==> src/rtl/rd_empty.sv <==
// Read-side pointer and empty-flag controller of the async FIFO.
// Holds the binary/Gray read pointer, RAM read address, fill level, almost-empty and sticky underflow.
module rd_empty #(
   parameter int unsigned DEPTH     = 16,
   parameter int unsigned AE_THRESH = 2
) (
   input  logic                          r_clk,
   input  logic                          rst_n,
   input  logic                          rd_rq,
   input  logic [$clog2(DEPTH):0]        rsync_ptr2,
   output logic [$clog2(DEPTH)-1:0]      raddr,
   output logic [$clog2(DEPTH):0]        rptr,
   output logic                          empty,
   output logic                          almost_empty,
   output logic [$clog2(DEPTH):0]        rlevel,
   output logic                          underflow
);

   localparam int unsigned AW = $clog2(DEPTH);
   localparam int unsigned PW = AW + 1;

   logic          rd_acc;
   logic [PW-1:0] wbin;
   logic [PW-1:0] rbin_d,  rbin_q;
   logic [PW-1:0] rptr_d,  rptr_q;
   logic [PW-1:0] rlevel_d, rlevel_q;
   logic          empty_d, empty_q;
   logic          almost_empty_d, almost_empty_q;
   logic          underflow_d, underflow_q;

   // Next pointer, Gray conversion of both pointers and level/flag computation
   always_comb begin
      rd_acc = rd_rq & ~empty_q;
      rbin_d = rbin_q + {{AW{1'b0}}, rd_acc};
      rptr_d = (rbin_d >> 1) ^ rbin_d;

      wbin = rsync_ptr2;
      for (int i = int'(AW) - 1; i >= 0; i--) begin
         wbin[i] = wbin[i+1] ^ rsync_ptr2[i];
      end

      rlevel_d       = wbin - rbin_d;
      empty_d        = (rptr_d == rsync_ptr2);
      almost_empty_d = (rlevel_d <= PW'(AE_THRESH));
      underflow_d    = underflow_q | (rd_rq & empty_q);
   end

   // State and output registers; reset is synchronous and active-high
   always_ff @(posedge r_clk) begin
      if (rst_n) begin
         rbin_q         <= '0;
         rptr_q         <= '0;
         rlevel_q       <= '0;
         empty_q        <= 1'b1;
         almost_empty_q <= 1'b1;
         underflow_q    <= 1'b0;
      end else begin
         rbin_q         <= rbin_d;
         rptr_q         <= rptr_d;
         rlevel_q       <= rlevel_d;
         empty_q        <= empty_d;
         almost_empty_q <= almost_empty_d;
         underflow_q    <= underflow_d;
      end
   end

   assign raddr        = rbin_q[AW-1:0];
   assign rptr         = rptr_q;
   assign empty        = empty_q;
   assign almost_empty = almost_empty_q;
   assign rlevel       = rlevel_q;
   assign underflow    = underflow_q;

endmodule

==> config.mk <==
export PLATFORM = sky130hd
export DESIGN_NAME = rd_empty
export DESIGN_NICKNAME = d
export VERILOG_FILES = /design/src/rtl/rd_empty.sv
export SDC_FILE = /design/constraint.sdc
export NUM_CORES = 1
export LEC_CHECK = 0
export ABC_AREA = 1
export CAP_MARGIN = 10
export CORE_UTILIZATION = 45
export DETAILED_ROUTE_END_ITERATION = 7
export PLACE_DENSITY = 0.79
export REMOVE_ABC_BUFFERS = 1
export SLEW_MARGIN = 20
export SYNTH_ARGS = -nofsm -noshare
export SYNTH_HDL_FRONTEND = slang
export SYNTH_SLANG_ARGS = --single-unit
==> constraint.sdc <==
create_clock -name r_clk -period 4.75 [get_ports r_clk]
set_input_delay 0.95 -clock r_clk [delete_from_list [all_inputs] [get_ports r_clk]]
set_output_delay 0.95 -clock r_clk [all_outputs]
set_load 0.03 [all_outputs]
==> results by group, run 1 <==
Outcome
  • Status: finished, final reports clean

Synth
  • Synth warn: 0
  • Top-count cell post-synth: nand2_1
  • Post-synth top area share: 33.6%
  • Largest family of logic cells by synthesized area: simple AND/OR/NAND/NOR gates
  • Synth Area in Compound Gates: 4.94%
  • Synth Area in Simple Gates: 38.5%
  • Async set or reset register ratio after synthesis: 0%
  • Post-Synth Adder-Cell Area: 9.38%
  • Post-synth EDFFs: 0
  • Sequential area share after synthesis: 33.6%
  • Unique masters post-synth: 18
  • Synthesized flop and latch total: 17
  • Synth Flop Type: dfxtp_1
  • Synth area leaders: dfxtp_1 (34%), nand2_1 (12%), ha_1 (7.4%)
  • Syn Inst Count: 143
  • Top post-synthesis cells by count: nand2_1 (33), inv_1 (19), dfxtp_1 (17), nor2_1 (15), nand3_1 (13)
  • Avg Inst Size Synth: 7.09 sq um
  • Synthesized area: 1010 sq um
  • Synth area leader: dfxtp_1
  • XOR/XNOR Fraction of Synth Area: 5.06%
  • Post-synthesis mux area share: 0%

CTS
  • Post-CTS Hold Fix Bufs: 0
  • CTS clk-pin slew, worst paths: 0.09 ns
  • CTS resizes: 0
  • Root Driver: clkbuf_4
  • Clock sinks: 17
  • Num CTS Buffers: 3
  • H-tree lvl count: 1
  • Clock latency on the worst-skew pair: 0.28 ns
  • CTS tree: done
  • Post-CTS Setup Inserts: 0
  • CTS max path bufs: 2

Power
  • Worst IR Drop VDD: 0.240 mV
  • P_leak: 0.618 nW
  • Power Density: 274 nW/um^2
  • PnR Total Power: 0.359 mW

Floorplanning
  • Initial Util: 49.6%
  • Overall die width: 49.5 um
  • Num rows: 16
  • Core area: 2040 sq um
  • Die H: 49.5 um
  • Die area: 2450 sq um
  • Io pins: 25

Setup path
  • Worst path slowest cell: clkdlybuf4s50_1
  • FF-to-FF Start: empty
  • Crit-path cells: clkdlybuf4s50_1 > inv_2 > nand2_1 > nand3_2 > nand2_1 > xor2_1 > xor2_1 > ha_1 > inv_1 > fa_1 > nand2_1 > inv_1 > nand3_2 > a21oi_1 > nor2_2 > nor2_2
  • CP peak stage delay: 0.54 ns
  • R2r worst-path depth: 13
  • Crit path DAT: 3.47 ns
  • Top cell by count, worst path: nand2_1
  • CP Class: primary input to flip-flop
  • WP buf/inv: 4
  • Reg2reg end: almost_empty
  • Reg2reg setup slack: 2.59 ns
  • Worst setup SP type: primary input
  • Worst Setup End Kind: flip-flop
  • Delay-heaviest family, CP: buffers and inverters
  • Crit-path max FO: 4
  • Worst endpoint required time: 4.94 ns

Layout
  • Nets: 186
  • # diodes: 0
  • Layout cell share with drive strength beyond 1: 14.7%
  • Fillers: 202
  • Area Overhead vs Synth: 29.3%
  • Final instance area: 1310 sq um

STA
  • Tcrit/Tclk final: 69.1%
  • Unrepaired setup endpoints after global routing: false
  • Slack of the critical path: 1.47 ns
  • FMAX: 305 MHz
  • Fin. Hold Viols: 0
  • Slew Viols, Final: 0
  • Setup Skew: 0.00361 ns
  • Slew headroom: 69.0%
  • Slew at the pin closest to its max-slew limit: 0.464 ns
  • Post-layout min period: 3.28 ns
  • Final setup violation count: 0
  • Final TNS setup: 0 ns

Drt
  • First drt pass iteration count: 4
  • WL per Instance: 10.4 um
  • Via density per instance: 4.77
  • Remaining DRCs: 0
  • Vias: 939
  • DR iter-0 viols: 17
  • Final WL: 2050 um
  • Routed Antenna Nets: 0

Place
  • Routability cong.: 0.866
  • Port Buffers: 24
  • Pre-CTS setup slack: 1.17 ns
  • Final HPWL DP: 1710 um
  • Placed instance area: 1280 sq um

Worst hold path
  • Worst min-delay path class: flip-flop to flip-flop
  • HP Start: underflow
  • Hold worst-path end: underflow
  • Worst Hold Depth: 2

Global routing
  • Gr ovfl total: 0
  • Initial antenna violation count: 0
  • Maximum number of pins on one net before global-route repair: 14
  • GRT Overall Usage: 19.3%
  • Number of global-route vias before repair: 857
  • First-pass GRT wire length: 3570 um

Job
  • Max-cap viol count: 0
-- routing by layer --
metal  vias up  track usage, %  wire [um]
li1        504               -          -
met1       415            23.5        969
met2        16            33.8        995
met3         4            2.16         48
met4         0            9.05         37
met5         -               0          0
-- cells in the final DEF, fill, tap and decap left out --
cell / instances
nand2_2: 10
clkbuf_1: 1
xor2_1: 4
nand2_1: 33
clkbuf_4: 3
nor2_1: 15
nand2_4: 1
ha_1: 6
inv_1: 19
xor2_2: 1
o21ai_1: 1
nor2_2: 3
fa_1: 1
a21oi_1: 9
nand3_1: 13
dfxtp_1: 17
inv_2: 3
clkdlybuf4s50_1: 24
nand3_2: 4
nand4_1: 2
-- through the flow --
stage | utilization [%] | hold WS, ns | cells
3_5_place_dp | 62.9 | 0.461 | 193
2_1_floorplan | - | 0.618 | 142
6_report | 64.2 | 0.475 | 197
3_3_place_gp | 62.9 | 0.450 | 193
4_1_cts | 64.2 | 0.483 | 197
5_1_grt | 64.2 | 0.512 | 197
-- area by class of cell --
class / count / area (sq um) / share of cell area, %
Tap cell: 27 / 33.8 / 2.58
Sequential cell: 17 / 340 / 26.0
Clock buffer: 4 / 26.3 / 2.01
Inverter: 22 / 82.6 / 6.30
Multi-Input combinational cell: 103 / 587 / 44.8
Timing Repair Buffer: 24 / 240 / 18.3
-- power breakdown --
part	switching (mW)	leakage (nW)	internal, mW
clock	0.0429	0.0150	0.0326
sequential	0.00411	0.140	0.155
combinational	0.0731	0.463	0.0511
-- worst min-delay path, cell delays in order, from the launching register on --
cell and delay [ns]:
dfxtp_1 0.34, a21oi_1 0.04, nor2_1 0.07
-- worst max-delay path by stage --
stage / slack, ns / cells past startpoint / start / endpoint
5_1_grt: 1.29 / 13 / rsync_ptr2[4] / almost_empty
2_1_floorplan: 1.95 / 15 / rsync_ptr2[3] / almost_empty
4_1_cts: 1.48 / 16 / rsync_ptr2[4] / almost_empty
3_5_place_dp: 1.17 / 16 / rsync_ptr2[4] / almost_empty
6_report: 1.47 / 16 / rsync_ptr2[4] / almost_empty
3_3_place_gp: 1.31 / 16 / rsync_ptr2[4] / almost_empty
-- registers in the layout (all words and copies together), names as in the netlist --
| register | count |
|---|---|
| empty | 1 |
| rbin_q | 5 |
| underflow | 1 |
| rlevel | 5 |
| almost_empty | 1 |
| rptr | 4 |
-- logic make-up after synthesis --
family          count (synthesis)
simple gates                   81
buf+inv                        23
flops                          17
compound gates                 10
fa+ha+maj                       7
xor+xnor                        5
(Power assumes the default switching activity.)
==> run 2: changes to the inputs <==
- CORE_UTILIZATION: 45 -> 43
- clock period: 4.75 -> 2.7 ns (I/O delays scaled with it)
==> run 2 against run 1 <==
Combinational power rose by 98%. Largest power group unchanged. Count of clock-buffer cells in the layout down 1. Core utilization increased by 1.2 points. Power grew 85%. Clock skew up 0.0023 ns. Clock power grew 83%. Die area is 4.5% higher. Sequential share of layout area is 2.4 points lower. Highest routed layer unchanged. Cell area grew 10%. Cell count rose by 8.1%. Wire length is 15% higher. Global-route usage grew 2.8 points.
==> results by group, run 2 (synthesized netlist as in run 1, its figures left out) <==
Global routing
  • Maximum number of pins on one net before global-route repair: 11 (-3)
  • Initial antenna violation count: 0 (unchanged)
  • First-pass GRT wire length: 4210 um (+18%)
  • Number of global-route vias before repair: 1007 (+18%)
  • GRT Overall Usage: 22.1% (+2.8 points)
  • Gr ovfl total: 0 (unchanged)

Drt
  • WL per Instance: 11.0 um (+6.1%)
  • Remaining DRCs: 0 (unchanged)
  • Final WL: 2350 um (+15%)
  • Routed Antenna Nets: 0 (unchanged)
  • Vias: 1052 (+12%)
  • DR iter-0 viols: 30 (+13)
  • Via density per instance: 4.94 (+3.6%)
  • First drt pass iteration count: 4 (unchanged)

CTS
  • H-tree lvl count: 1 (unchanged)
  • CTS tree: done
  • CTS max path bufs: 2 (unchanged)
  • Root Driver: clkbuf_4
  • Clock latency on the worst-skew pair: 0.29 ns (about the same)
  • Num CTS Buffers: 3 (unchanged)
  • Post-CTS Hold Fix Bufs: 0 (unchanged)
  • Clock sinks: 17 (unchanged)
  • CTS clk-pin slew, worst paths: 0.10 ns (about the same)

Place
  • Pre-CTS setup slack: -0.332 ns (-1.50 ns)
  • Port Buffers: 24 (unchanged)
  • Routability cong.: 0.861 (-0.53%)
  • Final HPWL DP: 1920 um (+12%)

Floorplanning
  • Die area: 2560 sq um (+4.5%)
  • Num rows: 17 (+1)
  • Io pins: 25 (unchanged)
  • Initial Util: 45.8% (-3.8 points)
  • Core area: 2210 sq um (+8.3%)
  • Die H: 50.6 um (+2.2%)
  • Overall die width: 50.6 um (+2.2%)

Power
  • Power Density: 460 nW/um^2 (+68%)
  • P_leak: 0.707 nW (+15%)
  • Worst IR Drop VDD: 0.330 mV (+37%)

STA
  • Hold_ws: 0.477 ns (+0.00236 ns)
  • Final setup violation count: 0 (unchanged)
  • Unrepaired setup endpoints after global routing: false
  • Setup Skew: 0.00592 ns (+0.00231 ns)
  • Slack of the critical path: 0.166 ns (-1.30 ns)
  • Slew headroom: 76.0% (+7.0 points)
  • Fin. Hold Viols: 0 (unchanged)
  • Slew at the pin closest to its max-slew limit: 0.359 ns (-0.105 ns)
  • Post-layout min period: 2.53 ns
  • Tcrit/Tclk final: 93.9%
  • FMAX: 395 MHz
  • Slew Viols, Final: 0 (unchanged)

Setup path
  • Worst Setup End Kind: flip-flop
  • Crit path DAT: 2.74 ns (-0.73 ns)
  • CP peak stage delay: 0.50 ns (-0.04 ns)
  • CP Class: primary input to flip-flop
  • Worst endpoint required time: 2.90 ns (-2.04 ns)
  • CP Launch Point: rsync_ptr2[2]
  • Crit-path max FO: 3 (-1)
  • Worst setup SP type: primary input
  • FF-to-FF Start: empty
  • Crit-path cells: clkdlybuf4s50_1 > inv_1 > nand3_2 > nand2_2 > xor2_2 > xor2_1 > ha_1 > inv_1 > fa_1 > nand2_1 > inv_1 > nand3_2 > a21oi_1 > nor2_2 > nor2_2
  • Worst path slowest cell: clkdlybuf4s50_1
  • Top cell by count, worst path: inv_1

Layout
  • Area Overhead vs Synth: 42.6%
  • Layout cell share with drive strength beyond 1: 24.3% (+9.6 points)
  • Nets: 201 (+8.1%)
  • Commonest non-fill, non-tap cell in the layout: nand2_1
  • Fillers: 200 (-0.99%)
  • Final Util: 65.3% (+1.2 points)
  • Most frequent cells in the layout: nand2_1 (32), clkdlybuf4s50_1 (22), inv_1 (19)
  • # diodes: 0 (unchanged)

Worst hold path
  • HP Start: underflow
  • Worst min-delay path class: flip-flop to flip-flop

Outcome
  • Status: finished, final reports clean

Job
  • Max-cap viol count: 0 (unchanged)
==> run 2: per-stage QoR <==
step	instances	power, mW	area, sq um	TNS, ns
floorplan	142	0.428	1010	0
global placement	207	0.514	1380	-0.517
detailed placement	207	0.522	1380	-0.901
CTS	211	0.659	1420	0
global route	213	0.707	1450	0
finish	213	0.664	1450	0
==> run 2: worst paths after layout <==
kind | endpoint | slack (ns) | depth (start not counted)
max | almost_empty | 0.17 | 15
min | underflow | 0.48 | 2
max reg2reg | almost_empty | 0.68 | 13
min reg2reg | underflow | 0.48 | 2
==> run 2: per-layer routing <==
| layer | vias up | wire length, um | track usage [%] | share of wire, % |
|---|---|---|---|---|
| met5 | - | 0 | 0 | 0 |
| met4 | 0 | 29 | 9.72 | 1.2 |
| li1 | 533 | - | - | - |
| met1 | 483 | 1030 | 24.6 | 44 |
| met2 | 31 | 1220 | 41.1 | 52 |
| met3 | 5 | 78 | 3.03 | 3.3 |
==> run 2: critical path: cells and delay by family <==
| family | cells | cell delay, ns |
|---|---|---|
| xor+xnor | 2 | 0.40 |
| simple gates | 6 | 0.49 |
| fa+ha+maj | 2 | 0.55 |
| buf+inv | 4 | 0.68 |
| compound gates | 1 | 0.07 |
==> run 2: power breakdown <==
part	switching, mW	leakage [nW]	internal, mW
sequential	0.00783	0.140	0.273
clock	0.0831	0.0177	0.0552
combinational	0.136	0.550	0.109
==> run 2: repair_timing <==
item	CTS	global route
hold endpoints to repair	0	0
resized for setup	1	5
setup buffers	0	2
pin swaps	0	2
setup endpoints to repair	1	3
==> run 2: area by class of cell <==
class | instances | area, sq um | area share (%)
timing repair buffer | 39 | 358 | 24.8
multi-input combinational | 103 | 602 | 41.6
clock inverter | 1 | 5.00 | 0.346
clock buffer | 3 | 22.5 | 1.56
tap | 28 | 35.0 | 2.42
inverter | 22 | 82.6 | 5.71
sequential | 17 | 340 | 23.5
